[config.mk]
export PLATFORM = sky130hd
export DESIGN_NAME = branch_resolve_queue_flat
export DESIGN_NICKNAME = d
export VERILOG_FILES = /design/src/rtl/branch_resolve_queue_if.sv /design/src/rtl/branch_resolve_queue.sv /design/src/flat_wrapper.sv
export SDC_FILE = /design/constraint.sdc
export NUM_CORES = 1
export LEC_CHECK = 0
export ABC_AREA = 1
export CAP_MARGIN = 20
export CORE_ASPECT_RATIO = 1.4
export CORE_MARGIN = 3
export CORE_UTILIZATION = 61
export DETAILED_ROUTE_END_ITERATION = 6
export PLACE_DENSITY = 0.84
export SYNTH_ARGS = -nofsm -noshare
export SYNTH_HDL_FRONTEND = slang
export SYNTH_SLANG_ARGS = --single-unit
export TNS_END_PERCENT = 30
[constraint.sdc]
create_clock -name clk_i -period 8.2 [get_ports clk_i]
set_input_delay 1.23 -clock clk_i [delete_from_list [all_inputs] [get_ports clk_i]]
set_output_delay 1.23 -clock clk_i [all_outputs]
set_load 0.01 [all_outputs]
[src/rtl/branch_resolve_queue_if.sv]
// Bundle of the allocate, resolve, predictor-update and redirect signals
// that pass between decode/execute and the branch resolve queue.
interface branch_resolve_queue_if #(
   parameter int ADDR_WIDTH = 32
);
   logic                  flush_i;
   logic                  alloc_valid_i;
   logic                  alloc_ready_o;
   logic [ADDR_WIDTH-1:0] alloc_pc_i;
   logic                  alloc_pred_taken_i;
   logic [ADDR_WIDTH-1:0] alloc_pred_target_i;
   logic                  resolve_valid_i;
   logic                  resolve_taken_i;
   logic [ADDR_WIDTH-1:0] resolve_target_i;
   logic                  update_o;
   logic [ADDR_WIDTH-1:0] update_pc_o;
   logic                  actual_taken_o;
   logic [ADDR_WIDTH-1:0] actual_target_o;
   logic                  is_branch_o;
   logic                  mispredict_o;
   logic [ADDR_WIDTH-1:0] redirect_pc_o;
   logic                  underflow_o;
   logic [31:0]           branch_count_o;
   logic [31:0]           mispredict_count_o;

   // The queue itself sees the bus from this side
   modport slave (
      input  flush_i, alloc_valid_i, alloc_pc_i, alloc_pred_taken_i, alloc_pred_target_i,
      input  resolve_valid_i, resolve_taken_i, resolve_target_i,
      output alloc_ready_o, update_o, update_pc_o, actual_taken_o, actual_target_o,
      output is_branch_o, mispredict_o, redirect_pc_o, underflow_o,
      output branch_count_o, mispredict_count_o
   );

   // Pipeline / test driver side
   modport master (
      output flush_i, alloc_valid_i, alloc_pc_i, alloc_pred_taken_i, alloc_pred_target_i,
      output resolve_valid_i, resolve_taken_i, resolve_target_i,
      input  alloc_ready_o, update_o, update_pc_o, actual_taken_o, actual_target_o,
      input  is_branch_o, mispredict_o, redirect_pc_o, underflow_o,
      input  branch_count_o, mispredict_count_o
   );
endinterface

[src/rtl/branch_resolve_queue.sv]
// In-order queue of in-flight control-flow instructions. Holds each
// prediction until execute resolves it, then emits the predictor update
// packet and, on a wrong prediction, a front-end redirect that also squashes
// every younger entry.
module branch_resolve_queue #(
   parameter int DEPTH      = 8,
   parameter int ADDR_WIDTH = 32
) (
   input logic                    clk_i,
   input logic                    rst_i,
   branch_resolve_queue_if.slave  bus
);
   localparam int PW = $clog2(DEPTH);
   localparam int CW = PW + 1;
   localparam logic [CW-1:0] FULL_COUNT = CW'(DEPTH);

   logic [ADDR_WIDTH-1:0] r_pcMem         [DEPTH];
   logic                  r_predTakenMem  [DEPTH];
   logic [ADDR_WIDTH-1:0] r_predTargetMem [DEPTH];

   logic [PW-1:0]         r_head;
   logic [PW-1:0]         r_tail;
   logic [CW-1:0]         r_count;

   logic                  r_update;
   logic [ADDR_WIDTH-1:0] r_updatePc;
   logic                  r_actualTaken;
   logic [ADDR_WIDTH-1:0] r_actualTarget;
   logic                  r_mispredict;
   logic [ADDR_WIDTH-1:0] r_redirectPc;
   logic                  r_underflow;
   logic [31:0]           r_branchCount;
   logic [31:0]           r_mispredictCount;

   logic                  w_full;
   logic                  w_push;
   logic                  w_resolve;
   logic [ADDR_WIDTH-1:0] w_headPc;
   logic                  w_headPredTaken;
   logic [ADDR_WIDTH-1:0] w_headPredTarget;
   logic                  w_mispredict;
   logic                  w_squash;
   logic [ADDR_WIDTH-1:0] w_nextPc;

   // Readiness comes from registered occupancy only, so a pop in the same
   // cycle never opens a slot for a push.
   assign w_full    = (r_count == FULL_COUNT);
   assign w_push    = bus.alloc_valid_i && !w_full;
   assign w_resolve = bus.resolve_valid_i && (r_count != '0);

   assign w_headPc         = r_pcMem[r_head];
   assign w_headPredTaken  = r_predTakenMem[r_head];
   assign w_headPredTarget = r_predTargetMem[r_head];

   // A target only matters for a taken branch; a not-taken branch is wrong
   // only if its direction was wrong.
   assign w_mispredict = w_resolve &&
                         ((w_headPredTaken != bus.resolve_taken_i) ||
                          (bus.resolve_taken_i && (w_headPredTarget != bus.resolve_target_i)));

   // Both a trap flush and a mispredict empty the queue and drop any push.
   assign w_squash = bus.flush_i || w_mispredict;

   assign w_nextPc = bus.resolve_taken_i ? bus.resolve_target_i
                                         : (w_headPc + ADDR_WIDTH'(4));

   // Entry storage is plain data behind the pointers, so it needs no reset.
   always_ff @(posedge clk_i) begin
      if (!rst_i && w_push && !w_squash) begin
         r_pcMem[r_tail]         <= bus.alloc_pc_i;
         r_predTakenMem[r_tail]  <= bus.alloc_pred_taken_i;
         r_predTargetMem[r_tail] <= bus.alloc_pred_target_i;
      end
   end

   // Head/tail/occupancy bookkeeping; a squash resets everything to empty.
   always_ff @(posedge clk_i) begin
      if (rst_i || w_squash) begin
         r_head  <= '0;
         r_tail  <= '0;
         r_count <= '0;
      end else begin
         if (w_push) begin
            r_tail <= r_tail + PW'(1);
         end
         if (w_resolve) begin
            r_head <= r_head + PW'(1);
         end
         if (w_push && !w_resolve) begin
            r_count <= r_count + CW'(1);
         end else if (!w_push && w_resolve) begin
            r_count <= r_count - CW'(1);
         end
      end
   end

   // Registered update/redirect packet; payload holds between resolves and the
   // redirect is withheld when a trap flush owns the front end.
   always_ff @(posedge clk_i) begin
      if (rst_i) begin
         r_update       <= 1'b0;
         r_updatePc     <= '0;
         r_actualTaken  <= 1'b0;
         r_actualTarget <= '0;
         r_mispredict   <= 1'b0;
         r_redirectPc   <= '0;
      end else begin
         r_update     <= w_resolve;
         r_mispredict <= w_mispredict && !bus.flush_i;
         if (w_resolve) begin
            r_updatePc     <= w_headPc;
            r_actualTaken  <= bus.resolve_taken_i;
            r_actualTarget <= bus.resolve_target_i;
            r_redirectPc   <= w_nextPc;
         end
      end
   end

   // Statistics: saturating counters and a sticky flag for resolves that
   // arrived with nothing tracked.
   always_ff @(posedge clk_i) begin
      if (rst_i) begin
         r_underflow       <= 1'b0;
         r_branchCount     <= '0;
         r_mispredictCount <= '0;
      end else begin
         if (bus.resolve_valid_i && (r_count == '0)) begin
            r_underflow <= 1'b1;
         end
         if (w_resolve && (r_branchCount != 32'hFFFF_FFFF)) begin
            r_branchCount <= r_branchCount + 32'd1;
         end
         if (w_mispredict && (r_mispredictCount != 32'hFFFF_FFFF)) begin
            r_mispredictCount <= r_mispredictCount + 32'd1;
         end
      end
   end

   assign bus.alloc_ready_o      = !w_full;
   assign bus.update_o           = r_update;
   assign bus.is_branch_o        = r_update;
   assign bus.update_pc_o        = r_updatePc;
   assign bus.actual_taken_o     = r_actualTaken;
   assign bus.actual_target_o    = r_actualTarget;
   assign bus.mispredict_o       = r_mispredict;
   assign bus.redirect_pc_o      = r_redirectPc;
   assign bus.underflow_o        = r_underflow;
   assign bus.branch_count_o     = r_branchCount;
   assign bus.mispredict_count_o = r_mispredictCount;
endmodule
[src/flat_wrapper.sv]
// flat-port wrapper written by rule: the top's interface ports become plain ports
module branch_resolve_queue_flat 
#(
   parameter int DEPTH      = 8,
   parameter int ADDR_WIDTH = 32
)
  (clk_i, rst_i, bus_flush_i, bus_alloc_valid_i, bus_alloc_pc_i, bus_alloc_pred_taken_i, bus_alloc_pred_target_i, bus_resolve_valid_i, bus_resolve_taken_i, bus_resolve_target_i, bus_alloc_ready_o, bus_update_o, bus_update_pc_o, bus_actual_taken_o, bus_actual_target_o, bus_is_branch_o, bus_mispredict_o, bus_redirect_pc_o, bus_underflow_o, bus_branch_count_o, bus_mispredict_count_o);
  branch_resolve_queue_if #(.ADDR_WIDTH(ADDR_WIDTH)) bus_i ();
  input logic clk_i;
  input logic rst_i;
  input wire logic [$bits(bus_i.flush_i)-1:0] bus_flush_i;
  input wire logic [$bits(bus_i.alloc_valid_i)-1:0] bus_alloc_valid_i;
  input wire logic [$bits(bus_i.alloc_pc_i)-1:0] bus_alloc_pc_i;
  input wire logic [$bits(bus_i.alloc_pred_taken_i)-1:0] bus_alloc_pred_taken_i;
  input wire logic [$bits(bus_i.alloc_pred_target_i)-1:0] bus_alloc_pred_target_i;
  input wire logic [$bits(bus_i.resolve_valid_i)-1:0] bus_resolve_valid_i;
  input wire logic [$bits(bus_i.resolve_taken_i)-1:0] bus_resolve_taken_i;
  input wire logic [$bits(bus_i.resolve_target_i)-1:0] bus_resolve_target_i;
  output wire logic [$bits(bus_i.alloc_ready_o)-1:0] bus_alloc_ready_o;
  output wire logic [$bits(bus_i.update_o)-1:0] bus_update_o;
  output wire logic [$bits(bus_i.update_pc_o)-1:0] bus_update_pc_o;
  output wire logic [$bits(bus_i.actual_taken_o)-1:0] bus_actual_taken_o;
  output wire logic [$bits(bus_i.actual_target_o)-1:0] bus_actual_target_o;
  output wire logic [$bits(bus_i.is_branch_o)-1:0] bus_is_branch_o;
  output wire logic [$bits(bus_i.mispredict_o)-1:0] bus_mispredict_o;
  output wire logic [$bits(bus_i.redirect_pc_o)-1:0] bus_redirect_pc_o;
  output wire logic [$bits(bus_i.underflow_o)-1:0] bus_underflow_o;
  output wire logic [$bits(bus_i.branch_count_o)-1:0] bus_branch_count_o;
  output wire logic [$bits(bus_i.mispredict_count_o)-1:0] bus_mispredict_count_o;
  assign bus_i.flush_i = bus_flush_i;
  assign bus_i.alloc_valid_i = bus_alloc_valid_i;
  assign bus_i.alloc_pc_i = bus_alloc_pc_i;
  assign bus_i.alloc_pred_taken_i = bus_alloc_pred_taken_i;
  assign bus_i.alloc_pred_target_i = bus_alloc_pred_target_i;
  assign bus_i.resolve_valid_i = bus_resolve_valid_i;
  assign bus_i.resolve_taken_i = bus_resolve_taken_i;
  assign bus_i.resolve_target_i = bus_resolve_target_i;
  assign bus_alloc_ready_o = bus_i.alloc_ready_o;
  assign bus_update_o = bus_i.update_o;
  assign bus_update_pc_o = bus_i.update_pc_o;
  assign bus_actual_taken_o = bus_i.actual_taken_o;
  assign bus_actual_target_o = bus_i.actual_target_o;
  assign bus_is_branch_o = bus_i.is_branch_o;
  assign bus_mispredict_o = bus_i.mispredict_o;
  assign bus_redirect_pc_o = bus_i.redirect_pc_o;
  assign bus_underflow_o = bus_i.underflow_o;
  assign bus_branch_count_o = bus_i.branch_count_o;
  assign bus_mispredict_count_o = bus_i.mispredict_count_o;
  branch_resolve_queue #(.DEPTH(DEPTH), .ADDR_WIDTH(ADDR_WIDTH)) u_core (.clk_i(clk_i), .rst_i(rst_i), .bus(bus_i));
endmodule
Yosys cells after proc, flatten, opt, wreduce, memory -nomap -nowiden
Memory sizes are Yosys's and may differ from the RTL's. A register that Yosys moved wholly into a read port is not among the register bits. Cells that the tools add are included.

Flip-flop bits (word level): 174. RAM bits: 520. Input port bits: 103. Output and inout port bits: 166. Word-level logic and storage cells: 62. Memories kept: 3.

Add/sub/neg operators: 7. Equal/unequal tests: 5. Muxes and demuxes: 11. Reduce and logical (&&, ||, !) cells: 24.

Memory list: u_core.r_pcMem (depth 8, width 32, read ports 1, clocked after memory_dff 1, wr ports 1, RTL line branch_resolve_queue.sv:17) `logic [ADDR_WIDTH-1:0] r_pcMem [DEPTH];`; u_core.r_predTargetMem (depth 8, width 32, read ports 1, clocked after memory_dff 1, wr ports 1, RTL line branch_resolve_queue.sv:19) `logic [ADDR_WIDTH-1:0] r_predTargetMem [DEPTH];`; u_core.r_predTakenMem (depth 8, width 1, read ports 1, clocked after memory_dff 1, wr ports 1, RTL line branch_resolve_queue.sv:18) `logic r_predTakenMem [DEPTH];`.

Operators with widths (count): 32-bit by 1-bit adder with 32-bit output (second input constant) (2); 32-bit != test (second input constant) (2); 32-bit by 3-bit adder with 32-bit output (second input constant) (1); 32-bit two-way mux (1); 32-bit != test (1); 3-bit two-way mux (6); 1-bit logical AND (12); 4-bit two-way mux (2); 3-bit by 1-bit adder with 3-bit output (second input constant) (2); 1-bit logical NOT (6); 4-bit by 1-bit adder with 4-bit output (second input constant) (1); 4-bit equality test (second input constant) (1); 4-bit logical NOT (1); 4-bit nonzero test (1); 4-bit by 1-bit subtractor with 4-bit output (second input constant) (1); 1-bit logical OR (3); 1-bit two-way mux (2); 2-bit nonzero test (1); 1-bit != test (1).

Depth between registers and ports, before layout
Gate-level depths: netlist of the first run.

Depth in word-level cells: 9. Gate-level depth with buffers: 21. Mapped depth without buffers: 17.

Least setup slack after synthesis of the first run
Ideal clock, no wire load.

Path kind: input-to-reg. Start point: input port bus_resolve_taken_i. End point: memory u_core.r_pcMem[0][0] (enable). Library setup time: 0.489 ns. Arrival time: 5.077 ns. Required time: 7.711 ns. Setup slack: 2.634 ns. Stages on the path: 11. Path buffers: 1. Path through: clkbuf_1 nand3_1 nor2_1 nand2_1 nor2_1 nand2_1 nor2_1 nand3_2 nand2_2 nand4_1 nor2_1.

Word-level cells in the longest chain between the ends: 8. Elaborated cells between the ends (all ways): 9. Classes of those cells: 1 x eq/ne; 2 x mux; 6 x reduce/logical.

RTL lines: from (decl) (RTL line flat_wrapper.sv:17) `input wire logic [$bits(bus_i.resolve_taken_i)-1:0] bus_resolve_taken_i;`; 1-bit != test / 1-bit logical AND (equally long branches) (RTL line branch_resolve_queue.sv:58, branch_resolve_queue.sv:59); 1-bit logical OR (*) (RTL line branch_resolve_queue.sv:58) `((w_headPredTaken != bus.resolve_taken_i) ||`; 1-bit logical AND (*) (RTL line branch_resolve_queue.sv:57) `assign w_mispredict = w_resolve &&`; 1-bit logical OR (*) (RTL line branch_resolve_queue.sv:62) `assign w_squash = bus.flush_i || w_mispredict;`; 1-bit logical NOT (*) (RTL line branch_resolve_queue.sv:69) `if (!rst_i && w_push && !w_squash) begin`; 1-bit logical AND (*) (RTL line branch_resolve_queue.sv:69); 1-bit two-way mux (*) (RTL line branch_resolve_queue.sv:69); 1-bit two-way mux (implied by the code) (*) (RTL line branch_resolve_queue.sv:70) `r_pcMem[r_tail] <= bus.alloc_pc_i;`; to (decl) (RTL line branch_resolve_queue.sv:17).

Mark *: on every way between the ends. The rest lies on a longest branch, timed or not.

==> results.toml, run 1 <==
[sta]
timing.fmax_mhz = 186.4
skew_ns = 0.03036
setup_violations = 0
slew_violations = 0
setup_tns_ns = 0
period_minus_slack_ns = 5.363
tightest_slew_ns = 1.186
setup_ws_ns = 2.837
rsz0062_at_grt = "false"
period_share = 0.6541
finalHoldViolCount = 0
relSlewSlack = 0.2095

[drt]
wl_um = 90650
num_vias = 24650
remaining_drc_errors = 0
wire_per_inst_um = 22.23
vias_per_cell = 6.045
detail_route.first_pass.iterations = 6
drt_iter0_drc = 2847
drt.antenna.violating_nets = 0

[clock_tree]
insertion_delay_ns = 0.64
postCtsSetupBuffers = 0
htree_levels = 2
hold_buffers = 0
clockBufferDepth = 3
cts_made_buffers = 61
cts.sinks = 697
cts_tree = "yes"
clock-root-buffer = "clkbuf_16"
cts.reportedPaths.clkPinSlew_ns = 0.06
ctsResizeCount = 0

[final_layout]
syn_to_final_growth_pct = 16.40
utilization = 0.7191
layout_commonest_cell = "nand2_1"
nFillCells = 3441
nets = 3498
drive_gt1_frac = 0.04510
design_area_mm2 = 0.03533
layout_common_cells = "nand2_1 (613), nor2_1 (550), edfxtp_1 (520)"

[run]
maxCapViolCount = 0

[die]
die_width_um = 194.5
fp.dieH_um = 269.9
io_pins = 269
die_area_mm2 = 0.05250
rows = 96
core_area_mm2 = 0.04913
start_util = 0.6178

[power]
clock_power_share = 0.346
switching_share = 0.2686
total_power_uw = 7990
p_leak_uw = 0.01295
comb_power_share = 0.148
vdd_ir_drop_max_uv = 235.0
p_seq_frac = 0.505
p_int_uw = 5844
power_switching_uw = 2146
power_density_mw_per_mm2 = 226.2

[place]
dpl_worst_slack_ns = 2.748
numPortBuffers = 268
hpwlAfterDp_um = 59020
gp_congestion = 0.9760
place_area_mm2 = 0.03331

[synthesis]
ys_warn_count = 0
yosys.cell_types.count = 42
synth_edf_count = 520
netlist_area_mm2 = 0.03035
yosysSeqAreaShare = 0.6313
synth_fp_nets = 3299
avgSynthCellArea_um2 = 9.523
syn-instance-count = 3187
async_reset_ff_frac = 0
ys_ff_latch = 697
synth_ff_type = "edfxtp_1"

[critical_path]
cp-end-kind = "register"
worstPathArrival_ns = 5.66
cp.required_ns = 8.50
ff2ff_setup_slack_ns = 2.84
crit_path_start_kind = "register"
criticalPathCategory = "reg2reg"
cp_max_fo = 61

[global_routing]
antenna_found_initial = 6
grt_pass1_wl_um = 136800
grt_max_degree = 161
grt_overflow = 0
grtUsageTotal = 0.3356
grt_pass1_vias = 23610

[hold_path]
hold_class = "reg2reg"

[run_status]
status = "finished clean"
[path summary, 6_finish.rpt]
check                            endpoint                          from  cells after the start
max          u_core.r_predTargetMem[4][2]                      register                     17
min          u_core.bus.redirect_pc_o[31]  u_core.bus.redirect_pc_o[31]                      2
max reg2reg  u_core.r_predTargetMem[4][2]                      register                     17
min reg2reg  u_core.bus.redirect_pc_o[31]  u_core.bus.redirect_pc_o[31]                      2
[per-layer routing]
metal	wire, um	vias to the layer above	GRT usage
li1	-	11200	-
met1	31430	11640	0.4015
met2	44790	1509	0.5764
met3	8941	294	0.06339
met4	5448	6	0.1789
met5	33	-	0
[cells by family after synthesis]
kind of cell	count (synthesis)	share of synthesized area
flops	697	0.6313
fa+ha+maj	9	0.003958
buf+inv	413	0.05883
simple gates	1475	0.1993
compound gates	559	0.09688
xor+xnor	34	0.009812
[synthesized netlist by cell type, types with 2 or more instances]
master | number | area share
buf_1 | 7 | 0.00087
buf_6 | 7 | 0.0026
edfxtp_1 | 520 | 0.51
o21ai_0 | 305 | 0.050
ha_1 | 8 | 0.0033
nand3b_1 | 3 | 0.00074
a21oi_1 | 146 | 0.024
o211ai_1 | 13 | 0.0032
nor3_1 | 38 | 0.0063
nor2_2 | 6 | 0.0012
o221ai_1 | 2 | 0.00058
nand3_2 | 2 | 0.00066
clkinv_1 | 2 | 0.00025
and2_1 | 2 | 0.00041
inv_1 | 243 | 0.030
nor4_1 | 10 | 0.0021
nand4_1 | 63 | 0.013
xnor2_1 | 9 | 0.0026
inv_2 | 2 | 0.00025
a211oi_1 | 26 | 0.0064
nor2_1 | 558 | 0.069
o21ai_1 | 46 | 0.0076
clkbuf_1 | 75 | 0.0093
xor2_1 | 25 | 0.0072
o21a_1 | 2 | 0.00049
buf_4 | 34 | 0.0084
o22ai_1 | 14 | 0.0029
nand2_1 | 614 | 0.076
nand3_1 | 175 | 0.029
buf_2 | 42 | 0.0069
dfxtp_1 | 177 | 0.12
[flip-flops by register name, summed over array words and instances (netlist names), named ones only]
name	count
u_core.r_pcMem	256
u_core.r_predTargetMem	256
u_core.bus.actual_target_o	32
u_core.bus.branch_count_o	32
u_core.bus.mispredict_count_o	32
u_core.bus.redirect_pc_o	32
u_core.bus.update_pc_o	32
u_core.r_predTakenMem	8
u_core.r_count	4
u_core.r_head	3
u_core.r_tail	3
u_core.bus.actual_taken_o	1
u_core.bus.is_branch_o	1
u_core.bus.mispredict_o	1
u_core.bus.underflow_o	1
[metrics by stage]
step	hold WS (ns)	instances
floorplan	0.4587	3187
global placement	0.4481	3956
detailed placement	0.4497	3957
CTS	0.4600	4071
global route	0.4812	4076
finish	0.4653	4078
[layout make-up]
type | count | area [um^2] | area share
Inverter | 248 | 940.9 | 0.02663
Clock buffer | 80 | 1648 | 0.04665
Multi-Input combinational cell | 2077 | 9479 | 0.2683
Antenna cell | 4 | 10.01 | 0.0002833
Timing Repair Buffer | 301 | 3013 | 0.08529
Sequential cell | 697 | 19170 | 0.5426
Tap cell | 637 | 797.0 | 0.02256
Clock inverter | 34 | 271.5 | 0.007686
[power groups by stage]
stage | Clock, uW | Combinational, uW | Sequential [uW]
finish | 2770 | 1180 | 4040
global placement | 0 | 1120 | 4100
CTS | 2790 | 1160 | 4030
detailed placement | 0 | 1150 | 4110
floorplan | 0 | 577 | 4110
global route | 2920 | 1270 | 4050
[worst max-delay path: stages, from the launching register on]
cell	delay, ns
dfxtp_4	0.78
buf_4	0.66
nand2_1	0.12
nand2_1	0.10
nand2_1	0.05
nand2_1	0.13
nand2_1	0.09
nand3_1	0.17
nand2_1	0.07
nor2_1	0.12
nand3_1	0.15
nor2_1	0.20
nand3_2	0.09
buf_4	0.30
nand2_2	0.16
nand4_1	0.38
nor2_4	0.84
buf_4	0.48
Note: power is estimated with default switching activity, not from simulation.
==> run 2: changes to the inputs <==
--- a/config.mk
+++ b/config.mk
@@ -9,9 +9,9 @@
 export CAP_MARGIN = 20
 export CORE_ASPECT_RATIO = 1.4
 export CORE_MARGIN = 3
-export CORE_UTILIZATION = 61
+export CORE_UTILIZATION = 52
 export DETAILED_ROUTE_END_ITERATION = 6
-export PLACE_DENSITY = 0.84
+export PLACE_DENSITY = 0.76
 export SYNTH_ARGS = -nofsm -noshare
 export SYNTH_HDL_FRONTEND = slang
 export SYNTH_SLANG_ARGS = --single-unit
==> constraint.sdc (replaced) <==
create_clock -name clk_i -period 4.6 [get_ports clk_i]
set_input_delay 0.69 -clock clk_i [delete_from_list [all_inputs] [get_ports clk_i]]
set_output_delay 0.69 -clock clk_i [all_outputs]
set_load 0.01 [all_outputs]
==> run 2 against run 1 <==
Against the previous run: count of clock-buffer cells in the layout up 12; die area up 17%; clock skew up 0.0043 ns; clock power up 110%; non-clock buffer count up 21; largest power group unchanged.
==> results.toml, run 2 (synthesized netlist as in run 1, its figures left out) <==
[run_status]
status = "finished clean"

[critical_path]
r2r_end = "u_core.r_predTargetMem[1][26]"
crit_path_start_kind = "register"
cp_max_fo = 59
cp.required_ns = 4.84
reg2reg_depth = 16
criticalPathCategory = "reg2reg"
ff2ff_setup_slack_ns = 0.56
cp-end-kind = "register"
worstPathArrival_ns = 4.28
cp-endpoint = "u_core.r_predTargetMem[1][26]"

[hold_path]
hold_class = "reg2reg"

[die]
rows = 104
start_util = 0.5265
io_pins = 269
die_width_um = 210.2
fp.dieH_um = 291.9
core_area_mm2 = 0.05765
die_area_mm2 = 0.06134

[power]
power_density_mw_per_mm2 = 415.8
p_leak_uw = 0.01322
total_power_uw = 14980
vdd_ir_drop_max_uv = 400.5

[global_routing]
grt_overflow = 0
grt_pass1_vias = 22860
grt_pass1_wl_um = 136000
grtUsageTotal = 0.2897
grt_max_degree = 152
antenna_found_initial = 4

[clock_tree]
cts_tree = "yes"
clock-root-buffer = "clkbuf_16"
postCtsSetupBuffers = 0
cts.reportedPaths.clkPinSlew_ns = 0.06
cts.sinks = 697
htree_levels = 3
ctsResizeCount = 0
hold_buffers = 0
insertion_delay_ns = 0.62
clockBufferDepth = 3
cts_made_buffers = 68

[sta]
slew_violations = 0
relSlewSlack = 0.3519
hold_ws_ns = 0.4538
period_minus_slack_ns = 4.043
period_share = 0.8789
setup_violations = 0
skew_ns = 0.03465
tightest_slew_ns = 0.9620
timing.fmax_mhz = 247.3
rsz0062_at_grt = "false"
finalHoldViolCount = 0

[drt]
wl_um = 90630
num_vias = 24040
vias_per_cell = 5.704
detail_route.first_pass.iterations = 5
wire_per_inst_um = 21.50
remaining_drc_errors = 0
drt_iter0_drc = 2880
drt.antenna.violating_nets = 0

[final_layout]
drive_gt1_frac = 0.05506
nets = 3526
layout_commonest_cell = "nand2_1"
stdcell_count = 4215
multi_input_comb_area_mm2 = 0.009479
nFillCells = 4616
layout_common_cells = "nand2_1 (613), nor2_1 (550), edfxtp_1 (520)"
utilization = 0.6248
layout.area.seq_mm2 = 0.01917
syn_to_final_growth_pct = 18.67
reg.largest.list = "u_core.r_pcMem (256), u_core.r_predTargetMem (256)"

[place]
numPortBuffers = 268
gp_congestion = 0.9555
place_inst = 4085
hpwlAfterDp_um = 59690

[run]
maxCapViolCount = 0
==> run 2: stage by stage <==
| stage | instance area [um^2] | TNS (ns) | setup WS, ns |
|---|---|---|---|
| finish | 36020 | 0 | 0.5571 |
| global route | 36010 | 0 | 0.3174 |
| CTS | 35980 | 0 | 0.5823 |
| detailed placement | 33730 | 0 | 0.6416 |
| global placement | 33700 | 0 | 0.7302 |
| floorplan | 30350 | -234.67 | -0.4624 |
==> run 2: how the worst min path moves through the flow <==
stage | start | endpoint | cells past startpoint
global placement | u_core.bus.underflow_o | u_core.bus.underflow_o | 2
finish | u_core.bus.underflow_o | u_core.bus.underflow_o | 2
detailed placement | u_core.bus.underflow_o | u_core.bus.underflow_o | 2
floorplan | u_core.r_head[1] | register | 2
global route | u_core.bus.redirect_pc_o[7] | u_core.bus.redirect_pc_o[7] | 2
CTS | u_core.bus.underflow_o | u_core.bus.underflow_o | 2
==> run 2: routing by layer <==
| layer | wire (um) | vias up | track usage |
|---|---|---|---|
| li1 | - | 11250 | - |
| met1 | 33950 | 11340 | 0.3637 |
| met2 | 43680 | 1225 | 0.4803 |
| met3 | 7536 | 228 | 0.04589 |
| met4 | 5456 | 2 | 0.1624 |
| met5 | 13 | - | 0 |
==> run 2: critical path, stage by stage (launching register included) <==
cell,delay [ns]
dfxtp_4,0.47
buf_4,0.56
nor2_1,0.12
nor2_1,0.14
nand2_1,0.09
nand2_1,0.07
nand2_1,0.10
nand3_1,0.13
nand2_1,0.05
nor2_1,0.23
nand3_1,0.14
nor2_1,0.15
nand3_2,0.12
nand2_2,0.12
nand4_1,0.38
nor2_4,0.26
buf_4,0.49
==> run 2: final cells by class <==
cell class	count	area share
well taps	742	0.02578
clock inverters	33	0.009866
repair buffers	322	0.08991
flip-flops and latches	697	0.5323
multi-input cells	2077	0.2632
inverters	248	0.02612
diodes	4	0.0002779
clock buffers	92	0.05260
==> run 2: where the power goes <==
part / internal [uW] / switching [uW] / leakage [uW]
Sequential: 7000 / 161 / 0.00612
Combinational: 789 / 1350 / 0.00600
Clock: 3260 / 2420 / 0.00110
==> run 3: changes to the inputs <==
--- a/config.mk
+++ b/config.mk
@@ -6,12 +6,12 @@
 export NUM_CORES = 1
 export LEC_CHECK = 0
 export ABC_AREA = 1
-export CAP_MARGIN = 20
 export CORE_ASPECT_RATIO = 1.4
 export CORE_MARGIN = 3
 export CORE_UTILIZATION = 52
 export DETAILED_ROUTE_END_ITERATION = 6
-export PLACE_DENSITY = 0.76
+export GPL_TIMING_DRIVEN = 0
+export PLACE_DENSITY_LB_ADDON = 0.08
 export SYNTH_ARGS = -nofsm -noshare
 export SYNTH_HDL_FRONTEND = slang
 export SYNTH_SLANG_ARGS = --single-unit
==> run 3 against run 2 <==
Against the previous run: the flow now finishes with violations (design-rule violations, negative setup slack); setup slack worse by 0.60 ns; sequential share of layout area down 1.2 points; final cell count up 3.4%; worst hold slack better by 0.00077 ns; design area up 2.3%; critical path depth down 2; register-to-register slack worse by 0.60 ns; die area unchanged; critical endpoint is now u_core.r_predTargetMem[7][23].
==> results.toml, run 3 (synthesized netlist as in run 1, its figures left out) <==
[place]
dpl_worst_slack_ns = -0.4738
hpwlAfterDp_um = 79530
gp_congestion = 0.9369
place_inst = 4217
place_area_mm2 = 0.03449
numPortBuffers = 266

[final_layout]
stdcell_count = 4360
reg.largest.list = "u_core.r_pcMem (256), u_core.r_predTargetMem (256)"
design_area_mm2 = 0.03686
nets = 3672
layout_commonest_cell = "nand2_1"
drive_gt1_frac = 0.06973
syn_to_final_growth_pct = 21.44
layout_common_cells = "nand2_1 (613), nor2_1 (549), edfxtp_1 (520)"

[power]
comb_power_share = 0.155
switching_share = 0.2759
vdd_ir_drop_max_uv = 396.8
p_int_uw = 10930
p_leak_uw = 0.01366
power_density_mw_per_mm2 = 409.4
clock_power_share = 0.368
power_switching_uw = 4164
p_seq_frac = 0.477

[clock_tree]
insertion_delay_ns = 0.63
cts.sinks = 697
clock-root-buffer = "clkbuf_16"
cts_made_buffers = 70
htree_levels = 3
hold_buffers = 0
cts.reportedPaths.clkPinSlew_ns = 0.06
clockBufferDepth = 3
cts_tree = "yes"

[sta]
slew_violations = 0
rsz0062_at_grt = "true"
tightest_slew_ns = 1.112
setup_ws_ns = -0.03892
finalHoldViolCount = 0
period_minus_slack_ns = 4.639
setup_violations = 39
relSlewSlack = 0.2587
skew_ns = 0.03735
period_share = 1.008
hold_ws_ns = 0.4546
timing.fmax_mhz = 215.6
setup_tns_ns = -0.9319

[global_routing]
grtUsageTotal = 0.3514
grt_pass1_wl_um = 158100
antenna_found_initial = 6
grt_overflow = 0
grt_pass1_vias = 24280
grt_max_degree = 25

[critical_path]
cp.required_ns = 4.92
cp_max_fo = 19
ff2ff_setup_slack_ns = -0.04
worstPathArrival_ns = 4.96
crit_path_start_kind = "register"
criticalPathCategory = "reg2reg"
r2r_end = "u_core.r_predTargetMem[7][23]"
reg2reg_depth = 14
cp-end-kind = "register"

[drt]
drt_iter0_drc = 2848
detail_route.first_pass.iterations = 7
num_vias = 25540
wl_um = 110200
vias_per_cell = 5.858
wire_per_inst_um = 25.28
drt.antenna.violating_nets = 0
remaining_drc_errors = 1

[die]
die_area_mm2 = 0.06134
fp.dieH_um = 291.9
rows = 104
start_util = 0.5265
core_area_mm2 = 0.05765
die_width_um = 210.2
io_pins = 269

[hold_path]
min_delay_path_depth = 2
min-delay-start = "u_core.bus.underflow_o"
worstHoldEndpoint = "u_core.bus.underflow_o"
hold_class = "reg2reg"

[run_status]
status = "complete, but fails checks"
failed_checks = "design-rule violations, negative setup slack"

[run]
maxCapViolCount = 0
==> run 3: changes by cell type in the layout (fill, tap and decap cells not counted), moves of 4 or more <==
cell / previous run / this run
inv_6: 7 / 1
buf_12: 9 / 16
clkbuf_1: 16 / 82
bufinv_16: 6 / 2
buf_16: 2 / 7
buf_2: 0 / 37
clkinv_1: 4 / 15
clkbuf_2: 0 / 5
buf_1: 0 / 4
buf_6: 0 / 10
clkbuf_4: 0 / 5
==> run 3: critical path, cell delays in order (launching register included) <==
cell and delay, ns:
dfxtp_1 0.31, buf_4 0.16, buf_4 0.31, buf_4 0.29, o21ai_0 0.13, o211ai_1 0.22, nand3_1 0.09, nand2_1 0.18
nand3_1 0.24, nor2_2 0.21, nand3_4 0.21, nand2_2 0.17, nand4_1 0.57, nor2_4 0.90, buf_12 0.29
==> run 3: per-stage QoR <==
step | total power (uW) | util
after detailed placement | 9599 | 0.5984
after global routing | 15530 | 0.6392
final | 15090 | 0.6394
after CTS | 15060 | 0.6384
after global placement | 9550 | 0.5888
after floorplan | 8363 | -
==> run 3: what timing repair did <==
item	CTS	global route
pin swaps	5	2
buffers inserted	10	1
endpoints found under the setup margin	403	24
gates cloned	1	1
gates resized for setup	13	15
==> run 3: power by group through the flow <==
stage | logic (uW) | registers, uW | clock network, uW
after floorplan | 1030 | 7330 | 0
after global placement | 2230 | 7320 | 0
after detailed placement | 2280 | 7320 | 0
after CTS | 2300 | 7190 | 5570
after global routing | 2500 | 7200 | 5830
final | 2340 | 7190 | 5560
==> run 3: layout make-up <==
class	instances	area, um^2
flip-flops and latches	697	19160
inverters	248	933.4
clock inverters	36	260.3
plain buffers	165	895.9
well taps	742	928.4
fillers	4730	20790
diodes	4	10.01
clock buffers	90	1929
repair buffers	299	3251
multi-input cells	2079	9490
==> run 3: how the worst max path moves through the flow <==
stage	start	slack (ns)	end	cells past startpoint
floorplan	register	-0.46	u_core.r_pcMem[0][0]	16
global placement	register	-5.12	u_core.r_predTargetMem[4][14]	12
detailed placement	register	-0.47	u_core.r_predTargetMem[0][14]	14
CTS	register	0.04	u_core.r_predTargetMem[1][14]	19
global route	register	-0.10	u_core.r_pcMem[7][23]	16
finish	register	-0.04	u_core.r_predTargetMem[7][23]	14
==> run 3: metal layers <==
| layer | vias to the layer above | GRT usage | part of all wire |
|---|---|---|---|
| li1 | 11570 | - | - |
| met1 | 12160 | 0.4362 | 0.36 |
| met2 | 1507 | 0.5890 | 0.48 |
| met3 | 303 | 0.05782 | 0.098 |
| met4 | 4 | 0.1917 | 0.058 |
| met5 | - | 0 | 0.00021 |
